===== src/rtl/mergesort_main.sv =====
// mergesort_main: run-to-completion 32-element signed merge-sort kernel.
// On start it seeds a private 32-byte array, then sorts it ascending by
// bottom-up merge sort through a 32-byte temp buffer, and pulses done_port.
// A 2-channel slave RAM port reads/writes both regions while the kernel is idle.
// Optional feature macro: MERGESORT_SKIP_INIT_EN (drop INIT, sort preloaded data).
// Slave handshake: an access is accepted in the cycle oe|we is high on a
// channel; Sout_DataRdy for that channel is high exactly one cycle later,
// carrying the read data for reads.
module mergesort_main #(
  parameter int MEM_var_28859_28863 = 64,
  parameter int MEM_var_28861_28867 = 32,
  parameter int MEM_var_29012_28863 = 32
) (
  input  logic        clock,
  input  logic        reset,
  input  logic        start_port,
  input  logic [1:0]  S_oe_ram,
  input  logic [1:0]  S_we_ram,
  input  logic [13:0] S_addr_ram,
  input  logic [15:0] S_Wdata_ram,
  input  logic [7:0]  S_data_ram_size,
  output logic        done_port,
  output logic [15:0] Sout_Rdata_ram,
  output logic [1:0]  Sout_DataRdy,
  output logic [2:0]  state_dbg
);

  localparam int ARR_BASE = MEM_var_28859_28863;
  localparam int TMP_BASE = MEM_var_28861_28867;

  if (MEM_var_29012_28863 != MEM_var_28861_28867) begin : g_bad_tmp_view
    $error("merge view of temp buffer must equal temp buffer base");
  end
  if (!((ARR_BASE + 32 <= TMP_BASE) || (TMP_BASE + 32 <= ARR_BASE)) ||
      (ARR_BASE + 32 > 128) || (TMP_BASE + 32 > 128)) begin : g_bad_regions
    $error("array and temp regions must not overlap and must lie below 128");
  end

  typedef enum logic [2:0] {S_IDLE, S_INIT, S_MERGE, S_COPY, S_DONE} state_t;

  state_t      state, state_nxt;
  logic [4:0]  idx;
  logic [2:0]  pass;
  logic [5:0]  li, ri;
  logic [7:0]  arr [32];
  logic [7:0]  tmp [32];

  // Only byte accesses exist, so the size field carries no information.
  logic unused_size;
  assign unused_size = ^S_data_ram_size;

  // Merge datapath: left run [blk, blk+w), right run [blk+w, blk+2w).
  logic [5:0] w, mask, idx6, left_end, right_end, li_eff, ri_eff;
  logic       blk_start, take_left;
  logic [7:0] merge_val, init_val;

  // Per-output-slot merge selection; run pointers restart at each block.
  always_comb begin
    w         = 6'd1 << pass;
    mask      = (w << 1) - 6'd1;
    idx6      = {1'b0, idx};
    blk_start = (idx6 & mask) == 6'd0;
    left_end  = (idx6 & ~mask) + w;
    right_end = left_end + w;
    li_eff    = blk_start ? idx6 : li;
    ri_eff    = blk_start ? idx6 + w : ri;
    // Equal keys favour the left run, keeping the sort stable.
    take_left = (li_eff < left_end) &&
                ((ri_eff >= right_end) ||
                 ($signed(arr[li_eff[4:0]]) <= $signed(arr[ri_eff[4:0]])));
    merge_val = take_left ? arr[li_eff[4:0]] : arr[ri_eff[4:0]];
    init_val  = 8'd42 + 8'({3'b000, idx} * 8'd37);
  end

  // Slave address decode and combinational read value per channel.
  logic [6:0] ch_addr [2];
  logic       in_arr  [2];
  logic       in_tmp  [2];
  logic [4:0] off_arr [2];
  logic [4:0] off_tmp [2];
  logic [7:0] rd_val  [2];

  // Region hit, offset and read data; the kernel owns RAM outside IDLE.
  always_comb begin
    for (int k = 0; k < 2; k++) begin
      ch_addr[k] = S_addr_ram[7*k +: 7];
      in_arr[k]  = (int'(ch_addr[k]) >= ARR_BASE) && (int'(ch_addr[k]) < ARR_BASE + 32);
      in_tmp[k]  = (int'(ch_addr[k]) >= TMP_BASE) && (int'(ch_addr[k]) < TMP_BASE + 32);
      off_arr[k] = 5'(int'(ch_addr[k]) - ARR_BASE);
      off_tmp[k] = 5'(int'(ch_addr[k]) - TMP_BASE);
      rd_val[k]  = 8'd0;
      if (state == S_IDLE) begin
        if (in_arr[k])      rd_val[k] = arr[off_arr[k]];
        else if (in_tmp[k]) rd_val[k] = tmp[off_tmp[k]];
      end
    end
  end

  // FSM state register.
  always_ff @(posedge clock or posedge reset) begin
    if (reset) state <= S_IDLE;
    else       state <= state_nxt;
  end

  // Next-state logic and done pulse.
  always_comb begin
    state_nxt = state;
    done_port = 1'b0;
    case (state)
      S_IDLE: begin
`ifdef MERGESORT_SKIP_INIT_EN
        if (start_port) state_nxt = S_MERGE;
`else
        if (start_port) state_nxt = S_INIT;
`endif
      end
`ifndef MERGESORT_SKIP_INIT_EN
      S_INIT:  if (idx == 5'd31) state_nxt = S_MERGE;
`endif
      S_MERGE: if (idx == 5'd31) state_nxt = S_COPY;
      S_COPY:  if (idx == 5'd31) state_nxt = (pass == 3'd4) ? S_DONE : S_MERGE;
      S_DONE: begin
        done_port = 1'b1;
        state_nxt = S_IDLE;
      end
      default: state_nxt = S_IDLE;
    endcase
  end

  assign state_dbg = state;

  // Element counter, pass counter and merge run pointers.
  always_ff @(posedge clock or posedge reset) begin
    if (reset) begin
      idx  <= 5'd0;
      pass <= 3'd0;
      li   <= 6'd0;
      ri   <= 6'd0;
    end else begin
      if (state == S_INIT || state == S_MERGE || state == S_COPY) idx <= idx + 5'd1;
      else idx <= 5'd0;
      if (state == S_IDLE) pass <= 3'd0;
      else if (state == S_COPY && idx == 5'd31) pass <= pass + 3'd1;
      if (state == S_MERGE) begin
        li <= take_left ? li_eff + 6'd1 : li_eff;
        ri <= take_left ? ri_eff : ri_eff + 6'd1;
      end
    end
  end

  // Storage: kernel writes while busy; slave writes (channel 1 last) while idle.
  always_ff @(posedge clock) begin
    case (state)
`ifndef MERGESORT_SKIP_INIT_EN
      S_INIT:  arr[idx] <= init_val;
`endif
      S_MERGE: tmp[idx] <= merge_val;
      S_COPY:  arr[idx] <= tmp[idx];
      S_IDLE: begin
        for (int k = 0; k < 2; k++) begin
          if (S_we_ram[k]) begin
            if (in_arr[k])      arr[off_arr[k]] <= S_Wdata_ram[8*k +: 8];
            else if (in_tmp[k]) tmp[off_tmp[k]] <= S_Wdata_ram[8*k +: 8];
          end
        end
      end
      default: ;
    endcase
  end

  // Registered slave response; read data holds until the next read.
  always_ff @(posedge clock or posedge reset) begin
    if (reset) begin
      Sout_DataRdy   <= 2'b00;
      Sout_Rdata_ram <= 16'd0;
    end else begin
      for (int k = 0; k < 2; k++) begin
        Sout_DataRdy[k] <= S_oe_ram[k] | S_we_ram[k];
        if (S_oe_ram[k]) Sout_Rdata_ram[8*k +: 8] <= rd_val[k];
      end
    end
  end

endmodule


===== config.mk =====
export PLATFORM = sky130hd
export DESIGN_NAME = mergesort_main
export DESIGN_NICKNAME = d
export VERILOG_FILES = /design/src/rtl/mergesort_main.sv
export SDC_FILE = /design/constraint.sdc
export NUM_CORES = 2
export LEC_CHECK = 0
export CORE_AREA = 2 2 411 413
export CTS_CLUSTER_SIZE = 25
export DETAILED_ROUTE_END_ITERATION = 16
export DIE_AREA = 0 0 413 415
export PLACE_DENSITY = 0.42
export SLEW_MARGIN = 20
export SYNTH_ARGS = -nofsm -noshare
export SYNTH_HDL_FRONTEND = slang
export SYNTH_SLANG_ARGS = --single-unit

===== constraint.sdc =====
create_clock -name clock -period 7.1 [get_ports clock]
set_input_delay 2.13 -clock clock [delete_from_list [all_inputs] [get_ports clock]]
set_output_delay 2.13 -clock clock [all_outputs]
set_load 0.1 [all_outputs]

Word-level counts from Yosys, hierarchy flattened

Memory sizes are Yosys's and may differ from the RTL's.
Index checks and enable logic that the tools add are counted.

Register bits after elaboration: 41
RAM bits: 512
Input bits: 45
Word-level logic and storage cells: 119
Memories kept: 2

$add $sub $neg: 13
Multiply operators: 1
Magnitude comparators: 11
Eq/ne operators: 10
Shift operators: 1
Multiplexer cells: 52
Bitwise logic cells: 6
Reduce and logical (&&, ||, !) cells: 15

Memories:

| memory | words | width | rd ports | clocked after memory_dff | wr ports | line | source |
|---|---|---|---|---|---|---|---|
| arr    | 32    | 8     | 4        | 0                        | 2        | 45   | `logic [7:0] arr [32];` |
| tmp    | 32    | 8     | 3        | 0                        | 2        | 46   | `logic [7:0] tmp [32];` |

Operators with widths:

| kind                | number |
|---|---|
| $mux 8              | 10 |
| $lt 7x7->1 const B  | 4 |
| $mux 1              | 27 |
| $mux 6              | 4 |
| $mux 3              | 7 |
| $sub 5x1->5 const B | 4 |
| $reduce_or 8->1     | 2 |
| $mux 5              | 3 |
| $ge 7x6->1 const B  | 2 |
| $ge 7x7->1 const B  | 2 |
| $add 6x1->6 const B | 2 |
| $add 6x6->6         | 2 |
| $and 5x6->6         | 2 |
| $pmux 3 s4          | 1 |
| $add 6x8->8 const A | 1 |
| $le 8x8->1          | 1 |
| $mul 5x6->8 const B | 1 |
| $ne 2x2->1 const B  | 4 |
| $add 5x6->6         | 1 |
| $eq 3x2->1 const B  | 2 |
| $eq 3x3->1 const B  | 2 |
| $ge 6x6->1          | 1 |
| $logic_and 1x1->1   | 6 |
| $logic_not 6->1     | 1 |
| other kinds (13)    | 17 |

Longest topological paths before layout

Depth in word-level cells: 11
Mapped depth: 30

Least setup slack after synthesis

OpenSTA, ideal clock, no wires.

Path type: flip-flop to flip-flop
Start point: register idx[1]
End point: memory tmp[11][7], data pin
Arrival time: 6.163 ns
Required time: 6.828 ns
Setup slack: 0.665 ns
Cell stages (with the launch flop): 28
Path buffers: 7
Period minus slack after synthesis: 6.435 ns
Path through: dfrtp_1 -> clkbuf_1 -> clkbuf_1 -> clkbuf_1 -> clkbuf_1 -> buf_2 -> nand2_1 -> inv_1 -> ha_1 -> fa_1 -> ha_1 -> o21ai_0 -> nand2b_1 -> a21o_1 -> a21oi_1 -> xnor2_1 -> ha_1 -> and3_1 -> o21ai_0 -> o21ai_0 -> a2111o_1 -> o32a_1 -> buf_2 -> nor4_2 -> a22oi_1 -> o311ai_2 -> buf_2 -> o31ai_1

RTL lines:

| what                     | line | source |
|---|---|---|
| start: declaration       | 42   | `logic [4:0] idx;` |
| start signal: assignment | 140  | `if (state == S_INIT \|\| state == S_MERGE \|\| state == S_COPY) idx <= idx + 5'd1;` |
| end: declaration         | 46   |  |

==> results.md <==
* Worst-case headroom to the max-slew limit at 0.0897
* Storage element area at 16,400 um^2
* Worst endpoint required time at approximately 7500 ps
* Standard-cell rows at 150
* Placed instance area at 46,300 um^2
* Category of the worst setup path capture point: flip-flop
* Post-Syn Nets at between 3,000 and 4,000
* DRT iter0 DRCs at roughly 4,700
* Detail Route met3 WL at 19,600 um
* H-tree level count at 3
* Achievable clock frequency at 0.145 GHz
* Mean instance size in the synthesized netlist at 10.9 um^2
* Synth area leaders: edfxtp_1 (37%), mux4_2 (20%), nand2_1 (6.0%), o31ai_1 (4.1%), mux2i_1 (3.4%)
* Top-Level Pins at 67
* Number of remaining DRC errors at 0
* Synthesized instance count at ~3,800
* Chip width at 413 um
* Global route total overflow at 0
* Post-DR wirelength/cell at 33.2 um
* Count of buffers inserted at the top-level ports at a little under 60
* Vias after detailed routing at 35,700
* Fraction of synthesized cell area taken by the top area cell type at 0.370
* Gp weighted congestion at 0.958
* Endpoint arrival time on the critical path at 7270 ps
* Finished layout cell area at around 49,000 um^2
* Final clock period utilization by the worst path at 0.968
* Antenna violations before repair at 16
* Synth Register Bits at 553
* Worst setup path category: flip-flop to flip-flop
* Clock tree root driver cell: clkbuf_16
* Number of fill cells in the layout at 17,200
* Fin Clk Skew at 31.5 ps
* Top cell type by total area after synthesis: edfxtp_1
* Footprint of the multi-input gates at between 20,000 and 25,000 um^2
* Synthesis Warnings at 0
* Ys flop type: edfxtp_1
* Clk Latency, worst-skew pair at 680 ps
* Clock tree from TritonCTS: built
* Classification of the worst-slack hold path: flip-flop to flip-flop
* Wire length on met2 at 91,400 um
* Final-stage net count at between 3,000 and 4,000
* Status: finished clean
* First-pass GRT wire length at 280,000 um
* Global router's overall resource usage at 0.232
* Pin count of the biggest net entering global routing at 67
* Critical-path maximum fanout at 32
* Total clock buffers created by CTS at 68
* Count of final max-slew check failures at 0
* CORE AREA at between 150,000 and 200,000 um^2
* Highest metal layer with signal wires: met5
* Slew at the pin closest to its max-slew limit at roughly 1400 ps
* Vias in the first global route at 34,100
* Final number of hold-violating endpoints at 0
* Count of max-cap constraint violations at 0
* Ratio of cells with drive above 1 in the final layout at 0.246
* Mean number of vias per cell at 5.84
* Starting density of the core at 0.249
* Startpoint type of the worst setup path: flip-flop
* Area growth syn-to-layout at 17.0%
* Detail Route Antenna Nets at 0
* Number of buffers on the longest clock path at 3
* CTS clock-pin slew for the worst setup and hold paths at 60 ps
* Overall die height at 415 um
* Count of flip-flops with a built-in enable after synthesis at approximately 510
* Distinct cell type count of the synthesized netlist at 81
* Part of the Yosys area used for sequential elements at 0.395
* Hold bufs inserted after CTS at 0
* FFs w/ async S/R, synth at 0.0741
* Wirelength, routed at around 200,000 um
* Synthesized area at about 42,000 um^2
* Register-to-Register Setup Slack at 220 ps
* Wire length on met1 at 82,900 um
* Final setup vio count at 0
* Detailed-placement wirelength estimate at 145,000 um
* RSZ-0062 raised after global routing: false
* Die Footprint at 171,000 um^2
* Drt first pass iters at 5
* Clock net sink count at 553
* Clock period minus worst slack at 6880 ps
[stage by stage]
step	TNS, ps	setup slack, ps	hold slack (ps)	cells	util
finish	0	224	478	6118	0.292
floorplan	0	665	450	3805	-
CTS	0	2.87	484	6107	0.291
detailed placement	-19500	-198	470	5983	0.278
global route	0	13.1	502	6112	0.292
global placement	-11800	-150	468	5983	0.278
[metal layers]
metal	vias up	GRT usage
met5	-	0
met4	18	0.0946
met3	360	0.0523
met2	1956	0.360
met1	18300	0.311
li1	15100	-
[logic make-up (layout without fill, tap and decap cells)]
kind of cell / after synthesis / after routing / share of synthesized area
AO/OA/AOI/OAI: 1020 / 1020 / 0.167
multiplexers: 596 / 596 / 0.257
AND/OR/NAND/NOR: 1112 / 1112 / 0.114
other: 0 / 6 / 0
XOR/XNOR: 27 / 27 / 0.00569
buffers and inverters: 440 / 543 / 0.0431
adder cells (fa/ha/maj): 57 / 57 / 0.0179
flip-flops: 553 / 553 / 0.395
[cells in the mapped netlist, types with 10 or more instances]
library cell    n
nand2_1       666
edfxtp_1      512
mux4_2        369
clkbuf_1      257
o31ai_1       229
o21ai_0       224
nor2_1        205
a21oi_1       153
mux2i_1       143
o22ai_1        92
mux2_2         84
buf_2          70
nand3_1        56
ha_1           53
buf_1          50
a22oi_1        49
inv_1          43
a211oi_1       41
dfrtp_1        41
and3_1         35
o41ai_1        33
nor3_1         30
o221ai_1       25
xnor2_1        24
nand2b_1       21
or2_2          18
a31oi_1        17
or3_1          17
a221oi_1       16
and2_1         16
o22a_1         15
a21o_1         13
nand4_1        13
nor2b_1        13
o21a_1         11
o32ai_1        11
a311oi_1       10
o211ai_1       10
[timing repair]
action	in CTS	in global routing
endpoints found under the hold margin	0	0
cloned	0	0
pin swaps	0	5
setup buffers	0	5
endpoints found under the setup margin	224	257
gates resized for setup	3	10
[path summary, 6_finish.rpt]
check                         from           endpoint  cells after the start
hold / removal               ri[3]              ri[3]                      2
setup reg to reg           pass[1]          tmp[7][5]                     26
min in group asynchronous    reset  Sout_Rdata_ram[2]                      3
setup / recovery           pass[1]          tmp[7][5]                     26
hold reg to reg              ri[3]              ri[3]                      2
max in group asynchronous    reset             idx[0]                      3
[final cells by class]
type                    count  share of cell area
diodes                      6            0.000309
clock buffers              82              0.0365
clock inverters            42             0.00880
inverters                  53             0.00414
multi-input cells        2812               0.488
flip-flops and latches    553               0.338
well taps                2204              0.0567
repair buffers            366              0.0675
[layout by cell type, fill, tap and decap left out, types with 15 or more instances in the layout]
cell type and n:
clkdlybuf4s50_1 42, mux2i_1 141, edfxtp_1 512, nand3_1 56
a211oi_1 40, o221ai_1 21, mux4_2 369, o22ai_1 90
or3_1 17, o21ai_0 209, nand2b_1 21, and3_1 35
a21oi_1 152, clkinv_1 19, clkbuf_16 69, a221oi_1 16
a22oi_1 49, nand2_1 665, mux2_2 84, buf_12 33
inv_1 42, nor3_1 24, and2_1 16, o31ai_1 227
ha_1 53, dfrtp_1 37, o41ai_1 33, xnor2_1 24
a31oi_1 16, o22a_1 15, or2_2 18, buf_4 284
nor2_1 204
[worst max-delay path, stage by stage (launching register included)]
cell and delay (ps):
dfrtp_1 420, inv_1 100, ha_1 270, nand2_1 110, ha_1 300, inv_1 80
a221o_2 510, buf_4 200, o31ai_1 230, buf_4 180, a22oi_1 130, buf_12 210
a221oi_1 500, o21ai_0 300, nand3_1 360, or2_2 180, ha_1 220, nand3_1 100
nor3_1 60, a2111o_1 360, o32a_2 480, nor4_4 360, buf_4 210, a22oi_1 130
o311ai_4 120, buf_12 240, o31ai_1 130
[state kept, by name (all words and copies together) (netlist names)]
register / flops
li: 6
Sout_DataRdy: 2
tmp: 256
Sout_Rdata_ram: 16
ri: 6
state_dbg: 3
pass: 3
idx: 5
arr: 256
Power is left out: the tool's default activity adds up to more than one toggle a clock period on the data nets, which glitch-free logic cannot reach.
